### config.mk
export PLATFORM = sky130hd
export DESIGN_NAME = prbs7_gen_flat
export DESIGN_NICKNAME = d
export VERILOG_FILES = /design/src/rtl/prbs7_pkg.sv /design/src/rtl/prbs7_gen_if.sv /design/src/rtl/prbs7_word_comb.sv /design/src/rtl/prbs7_gen.sv /design/src/flat_wrapper.sv
export SDC_FILE = /design/constraint.sdc
export NUM_CORES = 1
export LEC_CHECK = 0
export ABC_CLOCK_PERIOD_IN_PS = 2200
export BUFFER_PORTS_ARGS = -buffer_cell sky130_fd_sc_hd__buf_2
export CAP_MARGIN = 15
export CORE_MARGIN = 2
export CORE_UTILIZATION = 51
export DETAILED_ROUTE_END_ITERATION = 6
export GPL_ROUTABILITY_DRIVEN = 0
export PLACE_DENSITY = 0.76
export REMOVE_ABC_BUFFERS = 1
export SLEW_MARGIN = 10
export SYNTH_ARGS = -nofsm -noshare
export SYNTH_HDL_FRONTEND = slang
export SYNTH_SLANG_ARGS = --single-unit
### constraint.sdc
create_clock -name clk -period 2.2 [get_ports clk]
set_input_delay 0.44 -clock clk [delete_from_list [all_inputs] [get_ports clk]]
set_output_delay 0.44 -clock clk [all_outputs]
set_load 0.01 [all_outputs]
### src/rtl/prbs7_pkg.sv
// rtl/prbs7_pkg.sv - shared PRBS7 (x^7+x^6+1) constants, FSM type and bit-step helpers
//
// Contents:
//   PRBS7_LEN           polynomial degree / state width (7)
//   PRBS7_DEFAULT_SEED  all-ones seed, also the substitute for an illegal zero seed
//   gen_state_t         generator FSM encoding (IDLE / RUN)
//   prbs7_step()        advance a 7-bit state by one output bit
//   prbs7_seed_fix()    map the lock-up seed 7'h00 onto the default seed
//
// The state holds the seven most recent stream bits with the newest bit in [6]
// and the oldest in [0]. The step function is also used by checker-side code,
// so the bit ordering here is the link-wide definition.

package prbs7_pkg;

    localparam int         PRBS7_LEN          = 7;
    localparam logic [6:0] PRBS7_DEFAULT_SEED = 7'h7F;

    typedef enum logic {
        ST_IDLE = 1'b0,
        ST_RUN  = 1'b1
    } gen_state_t;

    // Next bit is b[n-6]^b[n-7] (state[1]^state[0]); it enters at the top
    // and becomes the new state[6], so the emitted bit is the result's [6].
    function automatic logic [6:0] prbs7_step(input logic [6:0] state);
        return {state[1] ^ state[0], state[6:1]};
    endfunction

    // An all-zero state would lock the LFSR at zero forever.
    function automatic logic [6:0] prbs7_seed_fix(input logic [6:0] seed);
        return (seed == 7'h00) ? PRBS7_DEFAULT_SEED : seed;
    endfunction

endpackage

### src/rtl/prbs7_gen_if.sv
// rtl/prbs7_gen_if.sv - control/data bundle between a PRBS7 word generator and its user
//
// Signals (direction seen from the generator / slave side):
//   en          in   advance generator and emit a word this cycle
//   seed_load   in   load seed_in into the generator state (wins over en)
//   seed_in     in   new seed; 7'h00 is replaced by 7'h7F
//   inj_req     in   request a single-bit error on the next emitted word
//   inj_bit     in   bit index to flip
//   dout        out  PRBS7 word
//   dout_valid  out  dout updated this cycle
//   word_cnt    out  emitted words, wraps at 16 bits
//   inj_ack     out  pulses with the dout_valid of the corrupted word
//
// Macro PRBS7GEN_ERRINJ_EN: when defined, the inj_req/inj_bit/inj_ack signals
// and their modport entries exist; otherwise they are absent.
//
// Modports: master drives the controls and observes the words; slave is the
// generator.

interface prbs7_gen_if #(
    parameter int WORDWIDTH = 16
);

    localparam int IBW = $clog2(WORDWIDTH);

    logic                 en;
    logic                 seed_load;
    logic [6:0]           seed_in;
    logic [WORDWIDTH-1:0] dout;
    logic                 dout_valid;
    logic [15:0]          word_cnt;
`ifdef PRBS7GEN_ERRINJ_EN
    logic                 inj_req;
    logic [IBW-1:0]       inj_bit;
    logic                 inj_ack;
`endif

`ifdef PRBS7GEN_ERRINJ_EN
    modport master (
        output en, seed_load, seed_in, inj_req, inj_bit,
        input  dout, dout_valid, word_cnt, inj_ack
    );

    modport slave (
        input  en, seed_load, seed_in, inj_req, inj_bit,
        output dout, dout_valid, word_cnt, inj_ack
    );
`else
    modport master (
        output en, seed_load, seed_in,
        input  dout, dout_valid, word_cnt
    );

    modport slave (
        input  en, seed_load, seed_in,
        output dout, dout_valid, word_cnt
    );
`endif

endinterface

### src/rtl/prbs7_word_comb.sv
// rtl/prbs7_word_comb.sv - combinational PRBS7 state -> {WORDWIDTH-bit word, next state}
//
// Parameters:
//   WORDWIDTH   output word width, 7..64
// Ports:
//   state       in   seven most recent stream bits (newest in [6])
//   word        out  next WORDWIDTH stream bits, first-generated bit in [0]
//   next_state  out  state after the word; equals word[W-1:W-7]
//
// The loop unrolls into a WORDWIDTH-deep XOR network; each output bit is an
// XOR of at most a few state bits, so depth stays small for W <= 64.

module prbs7_word_comb
    import prbs7_pkg::*;
#(
    parameter int WORDWIDTH = 16
) (
    input  logic [6:0]           state,
    output logic [WORDWIDTH-1:0] word,
    output logic [6:0]           next_state
);

    logic [6:0] c;

    always_comb begin
        c    = state;
        word = '0;
        for (int i = 0; i < WORDWIDTH; i++) begin
            c       = prbs7_step(c);
            word[i] = c[6];
        end
        next_state = c;
    end

endmodule

### src/rtl/prbs7_gen.sv
// rtl/prbs7_gen.sv - parallel PRBS7 (x^7+x^6+1) word generator for readout-link test mode
//
// Parameters:
//   WORDWIDTH   output word width, 7..64
//   SEED        state loaded at reset, must be nonzero
// Ports:
//   clk         word clock
//   rstn        asynchronous active-low reset
//   bus         prbs7_gen_if slave: en, seed_load, seed_in, dout, dout_valid,
//               word_cnt (+ inj_req, inj_bit, inj_ack with the macro)
//
// Macro PRBS7GEN_ERRINJ_EN: when defined, single-bit error injection is built
// (pending flag, captured bit index, inj_ack pulse). When undefined dout is
// always the clean PRBS7 word.
//
// All outputs are registered: a word appears one clk after the edge that
// sampled en=1. The generator state always advances from the clean word, so an
// injected error never shifts the sequence.

module prbs7_gen
    import prbs7_pkg::*;
#(
    parameter int         WORDWIDTH = 16,
    parameter logic [6:0] SEED      = PRBS7_DEFAULT_SEED
) (
    input  logic        clk,
    input  logic        rstn,
    prbs7_gen_if.slave  bus
);

    localparam int IBW = $clog2(WORDWIDTH);

    gen_state_t           st;
    logic [6:0]           s;
    logic [6:0]           s_next;
    logic [WORDWIDTH-1:0] word_clean;
    logic [WORDWIDTH-1:0] inj_mask;
    logic [WORDWIDTH-1:0] dout_q;
    logic [15:0]          cnt_q;
    logic                 emit;

    prbs7_word_comb #(
        .WORDWIDTH (WORDWIDTH)
    ) u_word (
        .state      (s),
        .word       (word_clean),
        .next_state (s_next)
    );

    // seed_load takes the cycle: no word is emitted even with en=1.
    assign emit = bus.en && !bus.seed_load;

`ifdef PRBS7GEN_ERRINJ_EN
    logic           inj_pend;
    logic [IBW-1:0] inj_bit_q;
    logic           inj_ack_q;
    logic           inj_bit_ok;

    // Decode by equality against each legal index so an out-of-range request
    // (only possible when WORDWIDTH is not a power of two) is simply dropped.
    always_comb begin
        inj_bit_ok = 1'b0;
        inj_mask   = '0;
        for (int i = 0; i < WORDWIDTH; i++) begin
            if (bus.inj_bit == IBW'(i)) begin
                inj_bit_ok = 1'b1;
            end
            if (inj_bit_q == IBW'(i)) begin
                inj_mask[i] = inj_pend;
            end
        end
    end

    assign bus.inj_ack = inj_ack_q;
`else
    assign inj_mask = '0;
`endif

    always_ff @(posedge clk or negedge rstn) begin
        if (!rstn) begin
            st     <= ST_IDLE;
            s      <= SEED;
            dout_q <= '0;
            cnt_q  <= '0;
`ifdef PRBS7GEN_ERRINJ_EN
            inj_pend  <= 1'b0;
            inj_bit_q <= '0;
            inj_ack_q <= 1'b0;
`endif
        end else begin
            if (bus.seed_load) begin
                st <= ST_IDLE;
                s  <= prbs7_seed_fix(bus.seed_in);
            end else if (bus.en) begin
                st     <= ST_RUN;
                s      <= s_next;
                dout_q <= word_clean ^ inj_mask;
                cnt_q  <= cnt_q + 16'd1;
            end else begin
                st <= ST_IDLE;
            end

`ifdef PRBS7GEN_ERRINJ_EN
            // A request arriving on an emitting cycle is not applied to the
            // word being emitted now; the pending flag it sets is seen by the
            // next emitting cycle. Requests while pending are ignored.
            inj_ack_q <= 1'b0;
            if (emit && inj_pend) begin
                inj_pend  <= 1'b0;
                inj_ack_q <= 1'b1;
            end else if (!inj_pend && bus.inj_req && inj_bit_ok) begin
                inj_pend  <= 1'b1;
                inj_bit_q <= bus.inj_bit;
            end
`endif
        end
    end

    assign bus.dout       = dout_q;
    assign bus.dout_valid = (st == ST_RUN);
    assign bus.word_cnt   = cnt_q;

    // emit mirrors the priority chain above; only the injection logic needs it
    // as a separate net, so keep it referenced in the default build too.
    logic unused_emit;
    assign unused_emit = emit;

endmodule

### src/flat_wrapper.sv
// flat-port wrapper written by rule: the top's interface ports become plain ports
module prbs7_gen_flat import prbs7_pkg::*;
#(
    parameter int         WORDWIDTH = 16,
    parameter logic [6:0] SEED      = PRBS7_DEFAULT_SEED
)
  (clk, rstn, bus_en, bus_seed_load, bus_seed_in, bus_dout, bus_dout_valid, bus_word_cnt);
  prbs7_gen_if #(.WORDWIDTH(WORDWIDTH)) bus_i ();
  input  logic clk;
  input  logic rstn;
  input wire logic [$bits(bus_i.en)-1:0] bus_en;
  input wire logic [$bits(bus_i.seed_load)-1:0] bus_seed_load;
  input wire logic [$bits(bus_i.seed_in)-1:0] bus_seed_in;
  output wire logic [$bits(bus_i.dout)-1:0] bus_dout;
  output wire logic [$bits(bus_i.dout_valid)-1:0] bus_dout_valid;
  output wire logic [$bits(bus_i.word_cnt)-1:0] bus_word_cnt;
  assign bus_i.en = bus_en;
  assign bus_i.seed_load = bus_seed_load;
  assign bus_i.seed_in = bus_seed_in;
  assign bus_dout = bus_i.dout;
  assign bus_dout_valid = bus_i.dout_valid;
  assign bus_word_cnt = bus_i.word_cnt;
  prbs7_gen #(.WORDWIDTH(WORDWIDTH), .SEED(SEED)) u_core (.clk(clk), .rstn(rstn), .bus(bus_i));
endmodule
# Word level (Yosys, flattened, before mapping)
# Cells that the tools add are included.
# op_classes
mux	5
addsub	1
bitwise	17
reduce_logical	3
# ops
cell	count
two-way mux 7 bit	3
adder 16 x 1 -> 16 bit, second input constant	1
bitwise XOR 1 bit	16
logical NOT 7 bit	1
two-way mux 1 bit	2
AND reduction 2 bit	1
nonzero test 2 bit	1
inverter 1 bit	1
# totals
output_inout_bits	33
reg_bits	40
word_cells	30
in_bits	11

# Longest topological paths before layout
# Gate-level depths: netlist of run 1.
# depth
word_depth	5
depth_mapped	5
ltp_nobuf	5

# Cells and area by module
# From an unflattened synthesis of run 1, not the netlist that was laid out.
# unflattened
cells_unflattened	142
hier_area_um2	1898.1
# by_module_without_submodules
module	area_per_inst_um2	instances	cells_per_inst	seq_area_each_um2
prbs7_gen	1680.4	1	116	1009.7
prbs7_word_comb	217.7	1	26	0.0

# Least setup slack after synthesis of run 1
# OpenSTA, ideal clock, no wires.
# synth_path
path_kind	input-to-reg
startpoint	input bus_seed_in[2]
endpoint	register u_core.s[3]
n_path_buf	0
required_time_ns	2.142
setup_ns	0.058
path_slack_ns	0.667
arrival_ns	1.475
stages	4
cell_sequence	or4_4 > nor4_4 > or2b_1 > o22a_2
# synth_via
elab_chain_cells	3
# synth_rtl
item	line_no	source
start, declared	flat_wrapper.sv:13	input wire logic [$bits(bus_i.seed_in)-1:0] bus_seed_in;
logical NOT 7 bit	prbs7_pkg.sv:32	return (seed == 7'h00) ? PRBS7_DEFAULT_SEED : seed;
two-way mux 7 bit	prbs7_pkg.sv:32	
two-way mux 7 bit	prbs7_gen.sv:91	if (bus.seed_load) begin
end signal, assigned	prbs7_gen.sv:93	s <= prbs7_seed_fix(bus.seed_in);
end signal, assigned	prbs7_gen.sv:96	s <= s_next;
end, declared	prbs7_gen.sv:34	logic [6:0] s;
# Every way passes these cells.
# A chain may end at the register's enable or synchronous reset.

# Final worst setup path of run 1
# layout_path
startpoint	register u_core.cnt_q[0], in the netlist u_core.bus.word_cnt[0]
endpoint	register u_core.cnt_q[14], in the netlist u_core.bus.word_cnt[14]
# layout_via
elab_chain_cells	1
# layout_rtl
item	line_no	source
start, declared	prbs7_gen.sv:39	logic [15:0] cnt_q;
start signal, assigned	prbs7_gen.sv:98	cnt_q <= cnt_q + 16'd1;
adder 16 x 1 -> 16 bit	prbs7_gen.sv:98	
# Every way passes these cells.

==> results of run 1 <==
==> power breakdown <==
group,total [W],switching (W),internal (W),leakage (nW)
registers,0.00108,0.000166,0.000914,0.497
clock network,0.000533,0.000232,0.000302,0.0515
logic,0.000584,0.000313,0.000271,0.509
==> Yosys cell counts <==
cell type and number:
buf_1 2, nand3_1 7, nand2_1 26, dfstp_2 7, ha_1 1, xor2_1 8, buf_2 3, nand4_1 2
or4_4 1, and3_1 2, or2b_1 1, xnor2_1 24, o21ai_0 18, mux2i_1 1, dfrtp_1 33, a21oi_1 8
inv_1 2, nand2b_1 1, nor3_1 2, nand4b_1 1, a211o_1 1, o22a_2 2, nor2_1 15, clkbuf_1 7
nor4_4 2
==> critical path: cells and delay by family (launching register included) <==
| family | cells | cell delay, ns |
|---|---|---|
| xor+xnor | 1 | 0.14 |
| fa+ha+maj | 1 | 0.21 |
| flops | 1 | 0.43 |
| simple gates | 3 | 0.66 |
==> registers in the layout (all words and copies together), names as in the netlist <==
name / count
u_core.bus.dout: 16
u_core.bus.word_cnt: 16
u_core.s: 7
u_core.bus.dout_valid: 1
==> how the worst max path moves through the flow <==
| stage | startpoint | end | slack, ns | cells after the start |
|---|---|---|---|---|
| 2_1_floorplan | bus_seed_load | u_core.bus.word_cnt[11] | 0.35 | 4 |
| 3_3_place_gp | bus_seed_in[2] | u_core.s[4] | 0.53 | 5 |
| 3_5_place_dp | bus_seed_in[2] | u_core.s[4] | 0.50 | 5 |
| 4_1_cts | u_core.bus.word_cnt[0] | u_core.bus.word_cnt[10] | 0.65 | 5 |
| 5_1_grt | u_core.bus.word_cnt[0] | u_core.bus.word_cnt[14] | 0.50 | 5 |
| 6_report | u_core.bus.word_cnt[0] | u_core.bus.word_cnt[14] | 0.64 | 5 |
==> layout by cell type, fill, tap and decap left out <==
master,instances
a211o_1,1
a21oi_1,8
and3_1,2
buf_2,43
buf_4,3
bufinv_16,1
clkbuf_4,5
clkbuf_8,2
dfrtp_1,33
dfstp_2,7
dlygate4sd3_1,1
ha_1,1
inv_1,2
mux2i_1,1
nand2_1,26
nand2b_1,1
nand3_1,7
nand4_1,2
nand4b_1,1
nor2_1,15
nor3_1,2
nor4_4,2
o21ai_0,18
o22a_2,2
or2b_1,1
or4_4,1
xnor2_1,24
xor2_1,8
==> what timing repair did <==
| item | 4_1_cts | 5_1_grt |
|---|---|---|
| hold buffers | 1 | 0 |
| hold endpoints to repair | 14 | 0 |
| resized for setup | 0 | 0 |
==> logic make-up (layout without fill, tap and decap cells) <==
kind of cell	count (synthesis)	after routing	synth area share
simple gates	60	60	0.164
flops	40	40	0.552
xor+xnor	32	32	0.153
compound gates	29	29	0.0869
buf+inv	14	57	0.0308
fa+ha+maj	1	1	0.00684
mux	1	1	0.00548
==> cell type report <==
class,instances,area (µm²),area share
Tap cell,46,57.6,0.0264
Clock inverter,1,30.0,0.0138
Multi-Input combinational cell,123,762,0.350
Sequential cell,40,1010,0.463
Clock buffer,7,65.1,0.0299
Timing Repair Buffer,47,248,0.114
Inverter,2,7.51,0.00344
==> per-layer routing <==
metal | global-route usage | vias to the layer above | share of wire
met5 | 0 | - | 0
met4 | 0.0652 | 0 | 0.013
met3 | 0.0440 | 6 | 0.051
met2 | 0.306 | 47 | 0.47
met1 | 0.267 | 627 | 0.46
li1 | - | 665 | -
==> stage by stage <==
step | cells | instance area (µm²) | setup WS, ns | utilization
after detailed placement | 257 | 2070 | 0.495 | 0.612
after floorplan | 165 | 1780 | 0.346 | -
after global routing | 266 | 2180 | 0.496 | 0.643
final | 266 | 2180 | 0.644 | 0.643
after CTS | 266 | 2180 | 0.647 | 0.643
after global placement | 257 | 2070 | 0.527 | 0.612
==> results.toml, run 1 <==
[floorplanning]
core_area_mm2 = 0.00339
num_io_pins = 44
fp.dieW_um = 63.9
row_count = 21
start_util = 0.539
die-area_mm2 = 0.00408
die_y_um = 63.9

[setup_path]
cp.arrival_ns = 1.78
crit_slowest_cell = "dfrtp_1"
crit_required_ns = 2.43
end_kind = "register"
rr_worst_depth = 5
rr_endpoint = "u_core.bus.word_cnt[14]"
crit_path_cell_trace = "ha_1, nand4b_1, nor3_1, nand2_1, xnor2_1"
reg2reg_setup_slack_ns = 0.64
r2r_start = "u_core.bus.word_cnt[0]"
critPathMaxFanout = 4
critPathMaxStageDelay_ns = 0.43
worst_setup_path_start_kind = "register"
timing_worst_setup_path_type = "reg -> reg"

[global_routing]
grt_use_total = 0.195
grt_pass1_vias = 1312
gr-total-overflow = 0
grt_pass1_wl_um = 6120
grt_max_degree = 37
antenna_found_initial = 0

[yosys]
syn_avg_cell_area_um2 = 10.3
syn-cell-area_mm2 = 0.00183
yosysTopAreaCell = "dfrtp_1"
synth_top_area_frac = 0.452
yosys-top-cells-area = "dfrtp_1 (45%), xnor2_1 (11%), dfstp_2 (10%)"
yosys_warnings = 0
synth_seq_cells = 40
ys_types = 25
synth_cells = 177
ys_seq_area_frac = 0.552

[clock_network]
clkSlewWorstSetupHoldPaths_ns = 0.12
cts_tree = "yes"
clkSinkCount = 40
numCtsBuffers = 5
root_buffer = "clkbuf_4"
cts_setup_buffers = 0
cts_max_level = 2
clk_latency_ns = 0.34
clockBufferDepth = 2

[worst_hold_path]
min_from = "bus_seed_in[4]"
hold_end = "u_core.s[4]"
min_path_cells = 2
hold_class = "in -> reg"

[status]
outcome = "finished, final reports clean"

[timing]
timing.fmax_mhz = 643
slew_headroom = 0.662
hold_viol = 0
period_minus_slack_ns = 1.56
setup_tns_ns = 0
whs_ns = 0.362
rsz0062_at_grt = "no"
maxSlewViolCount = 0
tightest_slew_ns = 0.503
fin_worst_skew_ns = 0.0138
post-route-period-util = 0.707
setup_violations = 0

[final_layout]
area_growth_pct = 19.2
layout.nets = 231
fillerInstances = 278
insertedDiodeCount = 0
drive_above_1_share = 0.300

[drt]
route.detailed.drc = 0
ant_nets = 0
drt_first_pass_iters = 4
via_count = 1345
routed_wl_um = 3420
wl_per_cell_um = 12.9
drtIter0Drc = 73
via_per_inst = 5.06

[placed_design]
port_buffers = 43
hpwl_um = 2600

[job]
maxCapViolations = 0

[power]
vdd_drop_max_uv = 627
finalPower_w = 0.00220
power_leakage_nw = 1.06
power_density_mw_per_mm2 = 1010
Note: power is estimated with default switching activity, not from simulation.
==> run 2: changes to the inputs <==
- ABC_AREA: not set -> 1
- ABC_CLOCK_PERIOD_IN_PS: 2200 -> 1460
- PLACE_DENSITY: 0.76 -> 0.74
- clock period: 2.2 -> 1.46 ns (I/O delays scaled with it)
==> results.toml, run 2 <==
[final_layout]
area_growth_pct = 18.8
layout_common_cells = "nand2_1 (77), buf_2 (43), dfrtp_1 (33), inv_1 (31), nand3_1 (20)"
final_cells = 349
layout.nets = 310
insertedDiodeCount = 0
design_area_mm2 = 0.00244
drive_above_1_share = 0.247
final_common_cell = "nand2_1"
final_core_util = 0.619

[power]
power_density_mw_per_mm2 = 1610
vdd_drop_max_uv = 820
power_leakage_nw = 1.28
finalPower_w = 0.00393

[timing]
fin_worst_skew_ns = 0.00624
rsz0062_at_grt = "yes"
period_minus_slack_ns = 1.38
tightest_slew_ns = 0.399
slew_headroom = 0.732
hold_viol = 0
timing.fmax_mhz = 726
maxSlewViolCount = 0
post-route-period-util = 0.943
setup_violations = 0

[drt]
ant_nets = 0
routed_wl_um = 4170
drt_first_pass_iters = 4
via_count = 1714
route.detailed.drc = 0
wl_per_cell_um = 12.0
via_per_inst = 4.91
drtIter0Drc = 126

[yosys]
yosys.area_share.simple = 0.287
synth_xor_area_frac = 0.0724
synth_cells = 251
synth_seq_cells = 40
ys_seq_area_frac = 0.491
async_flop_share = 1.00
synth_flop_cell = "dfrtp_1"
yosys-top-cells-count = "nand2_1 (79), dfrtp_1 (33), inv_1 (31), nand3_1 (20), o21ai_0 (16)"
syn_avg_cell_area_um2 = 8.19
synth_compound_area_frac = 0.0590
syn-cell-area_mm2 = 0.00206
ys_types = 26
yosys_warnings = 0
synth_edf_count = 0
synth_fa_ha_area_frac = 0.00609
yosysTopAreaCell = "dfrtp_1"
synth_top_area_frac = 0.402
synth_top_family_by_area = "simple AND/OR/NAND/NOR gates"
yosys-top-cells-area = "dfrtp_1 (40%), nand2_1 (14%), dfstp_2 (8.9%)"
synth_most_common_cell = "nand2_1"
synth.area.mux_share = 0

[global_routing]
grt_pass1_wl_um = 6930
grt_pass1_vias = 1510
antenna_found_initial = 0
grt_use_total = 0.205
grt_max_degree = 41
gr-total-overflow = 0

[placed_design]
hpwl_um = 3150
port_buffers = 43
post-place-cells = 340
place_area_mm2 = 0.00232

[setup_path]
timing_worst_setup_path_type = "reg -> reg"
critPathMaxFanout = 4
crit_required_ns = 1.65
end_kind = "register"
cp.arrival_ns = 1.57
worst_setup_path_start_kind = "register"

[floorplanning]
core_area_mm2 = 0.00394
die_y_um = 67.5
row_count = 23
start_util = 0.521
num_io_pins = 44
fp.dieW_um = 67.5
die-area_mm2 = 0.00455

[clock_network]
clockBufferDepth = 2
root_buffer = "clkbuf_8"
numCtsBuffers = 5
clkSinkCount = 40
cts_setup_buffers = 0
clkSlewWorstSetupHoldPaths_ns = 0.07
cts_max_level = 2
clk_latency_ns = 0.29
cts_tree = "yes"

[job]
maxCapViolations = 0

[worst_hold_path]
hold_class = "in -> reg"

[status]
outcome = "finished, final reports clean"
run 2: cell count changes in the layout (fill, tap and decap cells not counted), sizes merged, moves of 2 or more:
cell and delta:
a21oi -6, a31oi +5, and3 -2, inv +31, nand2 +54, nand3 +15
nand3b +3, nor2 +2, nor3 +3, nor4 -2, o21ai -2, o22a -2
xnor2 -15
run 2: final timing paths:
check / end / startpoint / cells after the start / slack, ns
max: u_core.bus.word_cnt[14] / u_core.bus.word_cnt[0] / 8 / 0.08
min: u_core.s[4] / bus_seed_in[4] / 3 / 0.31
max reg2reg: u_core.bus.word_cnt[14] / u_core.bus.word_cnt[0] / 8 / 0.08
min reg2reg: u_core.bus.dout[7] / u_core.bus.dout[7] / 2 / 0.48
max in group asynchronous: u_core.s[2] / rstn / 3 / 0.70
min in group asynchronous: u_core.bus.word_cnt[11] / rstn / 3 / 0.50
run 2: metrics by stage:
stage	hold WS, ns	setup slack [ns]	TNS [ns]
6_report	0.310	0.0834	0
3_5_place_dp	0.288	0.0927	0
2_1_floorplan	-0.00359	0.186	0
3_3_place_gp	0.276	0.131	0
5_1_grt	0.336	-0.0330	-0.0473
4_1_cts	0.302	0.0634	0
run 2: critical path, stage by stage, from the launching register on:
cell     delay [ns]
dfrtp_1        0.43
ha_2           0.21
nand3_1        0.10
inv_1          0.11
nand2_2        0.10
nor2_2         0.14
nand3_1        0.08
nand2_1        0.07
inv_1          0.03
run 2: timing repair:
item / CTS / global route
gates resized for setup: 0 / 7
hold endpoints to repair: 33 / 0
hold buffers: 1 / 0
setup endpoints to repair: 0 / 6
run 2: metal layers:
metal  share of wire  vias to the layer above  GRT usage
li1                -                      886          -
met1            0.49                      783      0.297
met2            0.45                       40      0.298
met3           0.052                        5     0.0500
met4           0.013                        0     0.0689
met5               0                        -          0
run 2: cell families (layout without fill, tap and decap cells):
logic type | after synthesis | in the layout
xor+xnor | 17 | 17
buf+inv | 40 | 88
compound gates | 23 | 23
simple gates | 130 | 130
flops | 40 | 40
fa+ha+maj | 1 | 1
run 2: where the power goes:
group | total [W] | switching (W) | internal, W
Combinational | 0.00139 | 0.000814 | 0.000573
Sequential | 0.00180 | 0.000312 | 0.00148
Clock | 0.000747 | 0.000362 | 0.000385
run 2: layout make-up:
class	instances	area, µm²
multi-input cells	171	891
inverters	33	129
repair buffers	47	260
clock buffers	8	90.1
flip-flops and latches	40	1010
well taps	50	62.6
fillers	357	1500
